**config.mk**
```make
export PLATFORM = sky130hd
export DESIGN_NAME = keystream_serializer
export DESIGN_NICKNAME = d
export VERILOG_FILES = /design/src/rtl/keystream_serializer.sv
export SDC_FILE = /design/constraint.sdc
export NUM_CORES = 1
export LEC_CHECK = 0
export ABC_CLOCK_PERIOD_IN_PS = 72700
export BUFFER_PORTS_ARGS = -buffer_cell sky130_fd_sc_hd__buf_4
export CAP_MARGIN = 10
export CELL_PAD_IN_SITES_DETAIL_PLACEMENT = 0
export CELL_PAD_IN_SITES_GLOBAL_PLACEMENT = 1
export CORE_MARGIN = 2
export CORE_UTILIZATION = 25
export DETAILED_ROUTE_END_ITERATION = 8
export GPL_TIMING_DRIVEN = 0
export HOLD_SLACK_MARGIN = 0.05
export PLACE_DENSITY = 0.48
export SLEW_MARGIN = 5
export SYNTH_ARGS = -nofsm -noshare
export SYNTH_HDL_FRONTEND = slang
export SYNTH_SLANG_ARGS = --single-unit
```
**constraint.sdc**
```tcl
create_clock -name clk -period 72.7 [get_ports clk]
set_input_delay 3.635 -clock clk [delete_from_list [all_inputs] [get_ports clk]]
set_output_delay 3.635 -clock clk [all_outputs]
set_load 0.02 [all_outputs]
```
**src/rtl/keystream_serializer.sv**
```systemverilog
// Keystream serializer: buffers finished ChaCha20 blocks in a two-entry ping-pong
// store and streams them out as OUT_W-bit beats under ready/valid handshaking.
module keystream_serializer #(
    parameter int unsigned OUT_W = 8
) (
    input  logic                   clk,
    input  logic                   rst,
    input  logic [3:0][3:0][31:0]  MatrixOut,
    input  logic                   serial_enable,
    output logic                   blk_accept,
    output logic [OUT_W-1:0]       ks_data,
    output logic                   ks_valid,
    input  logic                   ks_ready,
    output logic                   ks_last,
    output logic [31:0]            ks_block_idx,
    output logic                   overflow,
    input  logic                   clr_overflow,
    output logic                   idle
);

    localparam int unsigned BEATS = 512 / OUT_W;
    localparam int unsigned IDX_W = $clog2(BEATS);

    typedef enum logic {
        EMPTY,
        STREAM
    } state_t;

    state_t             state_q;
    state_t             state_d;
    logic [1:0]         count_q;
    logic [1:0]         count_d;
    logic [IDX_W-1:0]   beat_q;
    logic               rd_slot_q;
    logic               wr_slot_q;
    logic [31:0]        seq_q;
    logic [1:0][511:0]  blk_q;
    logic [1:0][31:0]   tag_q;

    logic               pop;
    logic               last_beat;
    logic               final_pop;
    logic               capture;
    logic               drop;
    logic [511:0]       rd_blk;

    // Flattened block: word w sits at bits [32w +: 32], so byte k of the
    // little-endian serialization is simply bits [8k +: 8].
    assign rd_blk     = blk_q[rd_slot_q];
    assign blk_accept = (count_q < 2'd2);
    assign idle       = (count_q == 2'd0);
    assign ks_valid   = (state_q == STREAM);

    assign last_beat  = (beat_q == IDX_W'(BEATS - 1));
    assign pop        = ks_valid & ks_ready;
    assign final_pop  = pop & last_beat;
    assign capture    = serial_enable & (blk_accept | final_pop);
    assign drop       = serial_enable & ~blk_accept & ~final_pop;

    assign ks_data      = ks_valid ? rd_blk[beat_q * OUT_W +: OUT_W] : '0;
    assign ks_last      = ks_valid & last_beat;
    assign ks_block_idx = ks_valid ? tag_q[rd_slot_q] : '0;

    always_comb begin
        state_d = state_q;
        case (state_q)
            EMPTY:   if (capture) state_d = STREAM;
            STREAM:  if (final_pop && (count_q == 2'd1) && !capture) state_d = EMPTY;
            default: state_d = EMPTY;
        endcase
    end

    always_comb begin
        count_d = count_q;
        case ({capture, final_pop})
            2'b10:   count_d = count_q + 2'd1;
            2'b01:   count_d = count_q - 2'd1;
            default: count_d = count_q;
        endcase
    end

    always_ff @(posedge clk or negedge rst) begin
        if (!rst) begin
            state_q <= EMPTY;
        end else begin
            state_q <= state_d;
        end
    end

    always_ff @(posedge clk or negedge rst) begin
        if (!rst) begin
            count_q   <= '0;
            beat_q    <= '0;
            rd_slot_q <= 1'b0;
            wr_slot_q <= 1'b0;
            seq_q     <= '0;
            overflow  <= 1'b0;
        end else begin
            count_q <= count_d;
            if (pop) begin
                beat_q <= final_pop ? '0 : beat_q + IDX_W'(1);
            end
            if (final_pop) begin
                rd_slot_q <= ~rd_slot_q;
            end
            if (capture) begin
                wr_slot_q <= ~wr_slot_q;
                seq_q     <= seq_q + 32'd1;
            end
            if (drop) begin
                overflow <= 1'b1;
            end else if (clr_overflow) begin
                overflow <= 1'b0;
            end
        end
    end

    // Payload storage needs no reset: occupancy gates every use of it.
    // When full, the slot being drained on its final beat equals wr_slot_q.
    always_ff @(posedge clk) begin
        if (capture) begin
            blk_q[wr_slot_q] <= MatrixOut;
            tag_q[wr_slot_q] <= seq_q;
        end
    end

endmodule

```
==> Word-level counts from Yosys, hierarchy flattened <==
Cells that the tools add are included.
{ "totals": {"register_bits": 1132, "input_bits": 517, "output_inout_bits": 45, "word_cells": 62} }
{ "op_classes": {"addsub": 4, "order_cmp": 4, "n_eq_ne": 4, "n_shift": 1, "muxes": 19, "n_bitwise": 12, "reduce_logical": 7} }
{ "ops": {"columns": ["op", "count"], "rows": [
  ["512-bit two-way mux", 3],
  ["1024-bit bitwise mux", 1],
  ["512-bit demux with 1-bit select", 1],
  ["512-bit by 10-bit indexed part select with 8-bit output", 1],
  ["32-bit two-way mux", 4],
  ["64-bit bitwise mux", 1],
  ["32-bit by 1-bit adder with 32-bit output, second input constant", 1],
  ["32-bit demux with 1-bit select", 1],
  ["8-bit two-way mux", 1],
  ["6-bit by 1-bit adder with 6-bit output, second input constant", 1],
  ["1-bit bitwise AND", 6],
  ["6-bit == test, second input constant", 1],
  ["6-bit two-way mux", 1],
  ["1-bit NOT", 5],
  ["2-bit by 1-bit == test with 1-bit output, second input constant", 2],
  ["1-bit by 2-bit less-than comparator with 1-bit output, second input constant", 2],
  ["1-bit two-way mux", 4],
  ["2-bit one-hot mux with 2 select lines", 1],
  ["2-bit nonzero test", 2],
  ["1-bit logical AND", 3],
  ["2-bit by 1-bit adder with 2-bit output, second input constant", 1],
  ["2-bit == test, second input constant", 1],
  ["2-bit logical NOT", 1],
  ["2-bit less-than comparator, second input constant", 1],
  ["5 further kinds", 5]
]} }

==> Logic depth before layout (Yosys ltp) <==
{ "logic_depth": {"depth_word": 8, "ltp_mapped": 11, "depth_no_buf": 7} }

==> Worst setup path after synthesis <==
OpenSTA, ideal clock, no wires.
{ "synth_path": {"path_type": "input-to-reg", "start": "input ks_ready", "end": "register blk_q[0] (netlist bit), enable pin", "setup_ns": 1.467, "t_arrival_ns": 26.899, "required_ns": 71.233, "slack_ns": 44.334, "cell_stages": 4, "n_path_buf": 0, "cell_sequence": "nand3_2 o31ai_4 nand2_1 nor2_1"} }
{ "synth_between": {"elab_chain_cells": 4} }
{ "synth_lines": {"columns": ["item", "line_no", "rtl"], "rows": [
  ["start, declared", "13", "input logic ks_ready,"],
  ["1-bit bitwise AND", "55", "assign pop = ks_valid & ks_ready;"],
  ["1-bit bitwise AND", "56", "assign final_pop = pop & last_beat;"],
  ["1-bit bitwise OR", "57", "assign capture = serial_enable & (blk_accept | final_pop);"],
  ["1-bit bitwise AND", "57", null],
  ["end signal, assigned by index", "122", "blk_q[wr_slot_q] <= MatrixOut;"],
  ["end, declared", "37", "logic [1:0][511:0] blk_q;"]
]} }
Every way passes these cells.
A chain may end at the register's enable or synchronous reset.

==> Worst setup path after layout <==
{ "layout_path": {"start": "register beat_q[0]", "end": "output ks_data[5]"} }
{ "layout_between": {"elab_chain_cells": 2} }
{ "layout_lines": {"columns": ["item", "line_no", "rtl"], "rows": [
  ["start, declared", "33", "logic [IDX_W-1:0] beat_q;"],
  ["start signal, assigned", "101", "beat_q <= final_pop ? '0 : beat_q + IDX_W'(1);"],
  ["512-bit by 10-bit indexed part select with 8-bit output", "60", "assign ks_data = ks_valid ? rd_blk[beat_q * OUT_W +: OUT_W] : '0;"],
  ["8-bit two-way mux", "60", null],
  ["end, declared", "11", "output logic [OUT_W-1:0] ks_data,"]
]} }
Every way passes these cells.

==> reports/results.ini <==
[floorplan]
placementRows=153
die-area_mm2=0.179
core_area_mm2=0.174
initial_core_util_pct=25.2
ios=562
die_x_um=423
die_h_um=423

[critical_path]
critPathKind=register to output port
worstPathRequired_ns=69.06
r2r_slack_ns=68.11
cp_common_cell=buf_2
path_buf_inv=4
cp_data_arrival_time_ns=5.18
max_stage_delay_ns=0.76
critPathLaunchType=register
cp_max_fo=10
cp_cell_sequence=buf_2, buf_2, clkbuf_1, mux4_2, mux2i_1, o21ai_0, a211oi_1, a311oi_1, buf_4
critPathTopFamily=buffers and inverters
critPathCaptureType=output port
cp.depth=9
worstRegToRegCells=12
critPathSlowestCell=a211oi_1

[synthesis]
syn_area_mm2=0.0438
synth.top_cells.by_count=edfxtp_1 (1,088), mux2i_1 (193), mux4_2 (192)
ys_top_cells_by_area=edfxtp_1 (75%), mux4_2 (9.9%), mux2i_1 (4.4%)
yosys.area_share.simple_pct=1.89
synth_edf_count=1088
ys_seq_area_share_pct=77.0
synthAdderAreaFrac_pct=0.143
synth_xor_area_share_pct=0.759
synth_top_family_by_area=multiplexers
yosysWarningCount=0
syn_nets=2630
yosysUniqueCellTypes=55
async_reset_ff_share_pct=3.89
synth_most_common_cell=edfxtp_1
yosysTopAreaCell=edfxtp_1
synth_compound_area_share_pct=3.59
synthCells=2108
synthFlopType=edfxtp_1
yosysTopAreaCellShare_pct=74.5
avgSynthCellArea_um2=20.8
synthMuxAreaShare_pct=14.8
synth_seq_cells=1132

[clock_network]
htreeDepth=4
path_clk_slew_ns=0.06
cts_resized=0
cts_tree=yes
ctsHoldBuffers=0
clockRootBuffer=clkbuf_16
clk_latency_ns=0.75
clockBufferDepth=3
numCtsBuffers=136
cts_sinks=1132
post_cts_buffers=0

[power]
p_leak_nw=18.8
vdd_drop_max_v=0.0000197
p_per_area_mw_per_mm2=36.7

[layout]
area_delta_synth_final_pct=28.0
drive_gt1_share_pct=36.5
fillers=16807
fin_cells=5290
final_nets=3361

[global_route]
grt_pass1_vias=25469
antenna_found_initial=52
track_usage_pct=16.1
grt_max_degree=65
grt_pass1_wl_mm=197
gr-total-overflow=0

[placed_design]
placed_cells=5026
numPortBuffers=561
routabilityCongestion=0.751
place_ws_ns=64.54
dp_hpwl_mm=110

[sta]
tightest_slew_ns=1.17
rsz0062_at_grt=no
fin_hold_ws_ns=0.491
setup_viol=0
worst_slack_ns=63.88
relSlewSlack_pct=21.7
maxSlewViolCount=0
fmax_ghz=0.113
post-route-period-util_pct=12.1
final_hold_viol_count=0
clock_skew_ns=0.0239
min_period_ns=8.82
fin_tns_setup_ns=0

[min_path]
hold_path.class=register to register
holdPathStages=1

[detailed_routing]
ant_nets=0
first_iter_violations=1456
wl_per_cell_um=27.4
dr.pass1.iters=5
drc_errors=0
routed_via_density=4.38
wl_mm=145
vias=23173

[run_status]
status=complete, no violations

[flow_run]
maxCapViolCount=0

## routing by layer
layer | track usage [%] | vias to the layer above | wire, µm
li1 | - | 10234 | -
met1 | 17.2 | 11964 | 52200
met2 | 29.8 | 690 | 79100
met3 | 3.83 | 259 | 7850
met4 | 7.05 | 26 | 5700
met5 | 0 | - | 159
## worst register-to-register path: cells and delay by family, from the launching register on
family	cells	cell delay, ns
DFF	1	0.55
buffers and inverters	7	1.73
adders and majority gates	1	0.26
and+or+nand+nor	3	1.06
AOI/OAI and AO/OA	1	0.65
## stage by stage
step	total power, mW	utilization [%]	area (µm²)
2_1_floorplan	1.25	-	43800
3_3_place_gp	1.57	29.3	51000
3_5_place_dp	1.43	29.7	51700
4_1_cts	2.10	32.2	56100
5_1_grt	2.15	32.2	56100
6_report	2.06	32.3	56100
## report_power, final
part / leakage [nW] / internal (mW) / total (mW) / switching [mW]
Sequential: 10.7 / 0.863 / 0.893 / 0.0295
Combinational: 5.98 / 0.168 / 0.501 / 0.334
Clock: 2.12 / 0.398 / 0.666 / 0.268
## state kept, by name (all words and copies together) (netlist names)
name       flops
ks_valid       1
tag_q         64
seq_q         32
blk_q       1024
count_q        2
beat_q         6
rd_slot_q      1
overflow       1
wr_slot_q      1
## layout by cell type (no fill, tap or decap), drive strengths merged, types with 20 or more instances in the layout
cell    instances
a21oi          55
a22oi          23
buf           667
clkbuf        208
clkinv         53
dfrtp          44
diode          20
edfxtp       1088
mux2i         193
mux4          193
nand2          53
nor2           60
o21ai          43
xnor2          24
## final cells by class
type	instances	area [µm²]	share of cell area, %
inverters	9	33.8	0.0602
clock buffers	167	3590	6.40
clock inverters	77	773	1.38
multi-input cells	852	9300	16.6
plain buffers	115	757	1.35
diodes	20	50.0	0.0892
well taps	2325	2910	5.18
repair buffers	593	4940	8.80
flip-flops and latches	1132	33800	60.2
## cells by family after synthesis
logic type,count (synthesis)
simple gates,173
compound gates,232
fa+ha+maj,5
buf+inv,124
flops,1132
mux,404
xor+xnor,38
## worst paths after layout
path / startpoint / to
setup / recovery: beat_q[0] / ks_data[5]
hold / removal: seq_q[31] / seq_q[31]
setup reg to reg: beat_q[0] / blk_q[252]
hold reg to reg: seq_q[31] / seq_q[31]
max in group asynchronous: rst / beat_q[4]
min in group asynchronous: rst / seq_q[5]
Power figures use the tool's default switching activity.
